===== config.mk =====
export PLATFORM = sky130hd
export DESIGN_NAME = usb_bit_stuffer
export DESIGN_NICKNAME = d
export VERILOG_FILES = /design/src/rtl/usb_pkg.sv /design/src/rtl/bs_run_counter.sv /design/src/rtl/usb_bit_stuffer.sv
export SDC_FILE = /design/constraint.sdc
export NUM_CORES = 1
export LEC_CHECK = 0
export BUFFER_PORTS_ARGS = -buffer_cell sky130_fd_sc_hd__buf_2
export CELL_PAD_IN_SITES_DETAIL_PLACEMENT = 1
export CELL_PAD_IN_SITES_GLOBAL_PLACEMENT = 1
export CORE_AREA = 5 5 42 44
export DETAILED_ROUTE_END_ITERATION = 10
export DIE_AREA = 0 0 47 49
export PLACE_DENSITY_LB_ADDON = 0.1
export SLEW_MARGIN = 20
export SYNTH_ARGS = -nofsm -noshare
export SYNTH_HDL_FRONTEND = slang
export SYNTH_HIERARCHICAL = 1
export SYNTH_SLANG_ARGS = --single-unit

===== constraint.sdc =====
create_clock -name clock -period 1.5 [get_ports clock]
set_input_delay 0.075 -clock clock [delete_from_list [all_inputs] [get_ports clock]]
set_output_delay 0.075 -clock clock [all_outputs]
set_load 0.1 [all_outputs]

===== src/rtl/usb_pkg.sv =====
// Shared USB transmit-path types and constants.
package usb_pkg;

  typedef enum logic [1:0] {
    IDLE  = 2'd0,
    SEND  = 2'd1,
    STUFF = 2'd2
  } bs_state_t;

  localparam int USB_STUFF_RUN = 6;

endpackage


===== src/rtl/bs_run_counter.sv =====
// Consecutive-ones run counter for the bit stuffer; flags the MAX_RUN-th accepted 1.
module bs_run_counter
  import usb_pkg::*;
#(
  parameter int MAX_RUN = USB_STUFF_RUN
) (
  input  logic clock,
  input  logic reset,
  input  logic accept,
  input  logic data_bit,
  input  logic reload,
  input  logic clear,
  output logic run_hit
);

  localparam logic [2:0] HIT_CNT = 3'(MAX_RUN - 1);

  logic [2:0] ones_cnt;
  logic [2:0] base_cnt;

  // A packet start counts from zero even if the previous packet ended mid-run.
  assign base_cnt = reload ? 3'd0 : ones_cnt;
  assign run_hit  = accept && data_bit && (base_cnt == HIT_CNT);

  always_ff @(posedge clock or posedge reset) begin
    if (reset) begin
      ones_cnt <= 3'd0;
    end else if (clear) begin
      ones_cnt <= 3'd0;
    end else if (accept) begin
      ones_cnt <= data_bit ? base_cnt + 3'd1 : 3'd0;
    end
  end

endmodule


===== src/rtl/usb_bit_stuffer.sv =====
// Serial USB bit stuffer: inserts a 0 after MAX_RUN consecutive 1s, stalling upstream for it.
// Optional stuff statistics counter enabled by USB_BS_STATS_EN.
module usb_bit_stuffer
  import usb_pkg::*;
#(
  parameter int MAX_RUN = USB_STUFF_RUN,
  parameter int STATS_W = 8
) (
  input  logic               clock,
  input  logic               reset,
  input  logic               in_bit,
  input  logic               in_valid,
  output logic               bs_ready,
  output logic               out_bit,
  output logic               out_valid,
`ifdef USB_BS_STATS_EN
  output logic [STATS_W-1:0] stuff_count,
`endif
  output logic               out_done
);

  bs_state_t state;
  logic      accept;
  logic      run_hit;

  assign accept = in_valid && bs_ready;

  bs_run_counter #(
    .MAX_RUN (MAX_RUN)
  ) u_run_counter (
    .clock    (clock),
    .reset    (reset),
    .accept   (accept),
    .data_bit (in_bit),
    .reload   (state == IDLE),
    .clear    (state == STUFF),
    .run_hit  (run_hit)
  );

  // bs_ready is registered alongside the state so it is a clean Moore output.
  always_ff @(posedge clock or posedge reset) begin
    if (reset) begin
      state     <= IDLE;
      bs_ready  <= 1'b1;
      out_bit   <= 1'b0;
      out_valid <= 1'b0;
      out_done  <= 1'b0;
    end else begin
      out_done <= 1'b0;
      case (state)
        IDLE: begin
          if (in_valid) begin
            state    <= run_hit ? STUFF : SEND;
            bs_ready <= !run_hit;
          end
        end
        SEND: begin
          if (in_valid) begin
            state    <= run_hit ? STUFF : SEND;
            bs_ready <= !run_hit;
          end else begin
            state    <= IDLE;
            bs_ready <= 1'b1;
            out_done <= 1'b1;
          end
        end
        STUFF: begin
          state    <= SEND;
          bs_ready <= 1'b1;
        end
        default: begin
          state    <= IDLE;
          bs_ready <= 1'b1;
        end
      endcase

      if (accept) begin
        out_valid <= 1'b1;
        out_bit   <= in_bit;
      end else if (state == STUFF) begin
        out_valid <= 1'b1;
        out_bit   <= 1'b0;
      end else begin
        out_valid <= 1'b0;
        out_bit   <= 1'b0;
      end
    end
  end

`ifdef USB_BS_STATS_EN
  localparam logic [STATS_W-1:0] STATS_MAX = '1;

  // Cleared at packet start, held through IDLE so software can read the last packet.
  always_ff @(posedge clock or posedge reset) begin
    if (reset) begin
      stuff_count <= '0;
    end else if (accept && state == IDLE) begin
      stuff_count <= '0;
    end else if (state == STUFF && stuff_count != STATS_MAX) begin
      stuff_count <= stuff_count + 1'b1;
    end
  end
`endif

endmodule


==> reports/metrics.csv <==
stage,metric,value,unit
status,outcome,"finished, final reports clean",
layout,multi_input_area,241,um^2
floorplan,coreArea,0.00140,mm^2
clock_network,clkTransAtPathRegs,0.06,ns
critical_path,r2r.worst_path.cells,4,
clock_network,cts-htree-levels,1,
clock_network,cts_sinks,9,
critical_path,slowest_delay,0.63,ns
power,p_per_area,878,mW/mm^2
timing,rsz0062_at_grt,yes,
timing,setup_tns,0,ns
layout,areaGrowthSynthToFinish,37.3,%
layout,fillerInstances,161,
drt,wl_met3,64,um
layout,register_area,230,um^2
global_route,grt_first_pass_wirelength,1.76,mm
logic_synthesis,ys_warn_count,6,
logic_synthesis,synth_seq_area_share,51.1,%
critical_path,critPathCapture,u_run_counter/ones_cnt[2],
layout,antennaDiodeCount,0,
floorplan,rows,14,
timing,worst_pin_slew,0.487,ns
floorplan,die-height,49,um
critical_path,worstPathCellList,and2_4 -> nand2_2 -> or3b_4 -> a31oi_4,
drt,wl_per_cell,14.5,um
global_route,first_global_vias,391,
placed_design,port_buffers,7,
drt,firstDrtPassIters,4,
timing,min_period,1.50,ns
logic_synthesis,async_reset_ff_share,100,%
placed_design,place_inst,66,
placed_design,dp_hpwl,818,um
critical_path,startpoint_type,flop,
critical_path,required,1.67,ns
global_route,antenna_found_initial,0,
logic_synthesis,syn-num-nets,46,
logic_synthesis,yosys.area.top_type,dfrtp_1,
logic_synthesis,synthDistinctLibCells,23,
clock_network,tritoncts,yes,
logic_synthesis,synth.cell_area,443,um^2
global_route,grtUsageTotal,10.7,%
timing,setup_viol,0,
logic_synthesis,synth_top_area_share,45.2,%
drt,top_layer,met3,
logic_synthesis,synth_edf_count,0,
drt,drt-initial-drc-count,2,
logic_synthesis,syn_inst,40,
layout,fin_nets,63,
placed_design,gp_congestion,0.822,
critical_path,cp-startpoint,bs_ready,
clock_network,clock_latency,0.25,ns
drt,routed_wirelength,1.04,mm
critical_path,worstReg2RegEnd,u_run_counter/ones_cnt[2],
critical_path,crit_fanout,7,
critical_path,rrSetupSlack,0.0001,ns
timing,max_freq,0.667,GHz
logic_synthesis,post-synth-top-count-cell,dfrtp_1,
drt,drt.antenna.violating_nets,0,
global_route,grt_max_degree,8,
timing,fin_worst_skew,0.00331,ns
logic_synthesis,ys_ff_latch,9,
logic_synthesis,synth_ff_type,dfrtp_1,
floorplan,initial_utilization,31.6,%
logic_synthesis,netlist_top_cells_count,"8 x dfrtp_1, 4 x inv_1",
power,irDropWorstVdd,411,uV
logic_synthesis,synthTopCellsByArea,"dfrtp_1 45%, dfstp_2 5.9%, ha_1 5.6%, inv_1 3.4%, nand3b_1 3.4%",
timing,hold_viol,0,
drt,met2_length,565,um
floorplan,dieArea,0.00230,mm^2
critical_path,crit_type,reg -> reg,
clock_network,clockBufferDepth,2,
layout,layout-drive-gt1-share,48.2,%
critical_path,r2r-start,bs_ready,
worst_hold_path,hold_class,in -> reg,
global_route,grt_overflow_total,0,
timing,slew_violations,0,
drt,drc_errors,0,
clock_network,cts_buffers,3,
worst_hold_path,min_path_cells,2,
drt,num_vias,340,
critical_path,critPathArrivalTime,1.67,ns
timing,holdWs,0.0558,ns
layout,final_core_util,43.4,%
critical_path,critPathSlowestCell,dfstp_4,
drt,met1Wirelength,412,um
power,p_leak,0.294,nW
timing,slew_headroom,67.8,%
timing,finalCritPeriodShare,100,%
worst_hold_path,hold_start,in_valid,
logic_synthesis,synth_area_per_cell,11.1,um^2
critical_path,endpoint_kind,flop,
power,finalPower,534,uW
job,max_cap_viol_count,0,
drt,viasPerCell,4.72,
floorplan,die_width,47,um
floorplan,pin_count,8,
clock_network,clock-root-buffer,clkbuf_4,
layout,fin_cells,72,
stage by stage:
step                worst slack [ns]  instance area (um^2)
global route                 -0.0459                   608
floorplan                    -0.0784                   449
finish                     0.0000985                   608
CTS                          0.00278                   566
detailed placement           0.00446                   527
global placement              0.0705                   527
placed cells by master (no fill, tap or decap):
cell	Yosys	routed
nor2_4	0	1
clkbuf_1	0	1
nor3b_1	2	2
nor2_1	2	1
or2b_2	1	1
a21oi_1	1	1
nand2_2	0	1
ha_1	2	2
and3b_1	1	1
or3b_4	0	1
and3_1	1	1
nand3b_1	2	2
dfrtp_1	8	8
a21oi_2	1	1
buf_4	0	4
nand2b_1	2	1
inv_1	4	4
clkbuf_4	0	3
buf_2	0	7
a31oi_4	0	1
nor2b_4	1	1
and4_2	1	1
nor2b_2	1	2
nor2b_1	2	1
nand2b_4	0	1
dfstp_4	0	1
and2_4	0	1
or2_1	2	2
dlygate4sd3_1	0	1
o22ai_1	1	1
worst min path at each step:
stage / end / slack [ns]
6_report: out_done / 0.06
5_1_grt: out_done / 0.07
4_1_cts: out_done / 0.05
3_5_place_dp: u_run_counter/ones_cnt[1] / -0.05
3_3_place_gp: u_run_counter/ones_cnt[1] / -0.05
2_1_floorplan: u_run_counter/ones_cnt[0] / -0.17
critical path, delay by kind of cell (launching register included):
family          cells  cell delay (ns)
flops               1             0.63
simple gates        3             0.62
compound gates      1             0.16
power breakdown:
part | internal, mW | switching, mW
clock network | 0.102 | 0.0783
registers | 0.253 | 0.00686
logic | 0.0324 | 0.0609
layer usage:
layer  vias up  GRT usage (%)
met5         -              0
met4         0           2.76
met3         0           4.06
met2         7           18.3
met1       168           11.9
li1        165              -
repair_timing:
action	4_1_cts	5_1_grt
endpoints found under the setup margin	2	3
hold buffers	1	0
setup buffers	0	1
endpoints found under the hold margin	9	0
gates resized for setup	1	7
pin swaps	0	1
layout make-up:
class,count,area share (%)
multi-input cells,27,39.7
flip-flops and latches,9,37.9
repair buffers,12,12.3
clock buffers,4,4.32
well taps,16,3.29
inverters,4,2.47
registers in the layout (all words and copies together), names as in the netlist:
name	flops
bs_ready	1
out_bit	1
out_done	1
out_valid	1
state	2
u_run_counter/ones_cnt	3
kinds of logic after synthesis:
logic type                 synth area share (%)
AOI/OAI and AO/OA                          5.93
adders and majority gates                  5.65
buffers and inverters                      3.39
DFF                                        51.1
and+or+nand+nor                            33.9
Power figures use the tool's default switching activity.
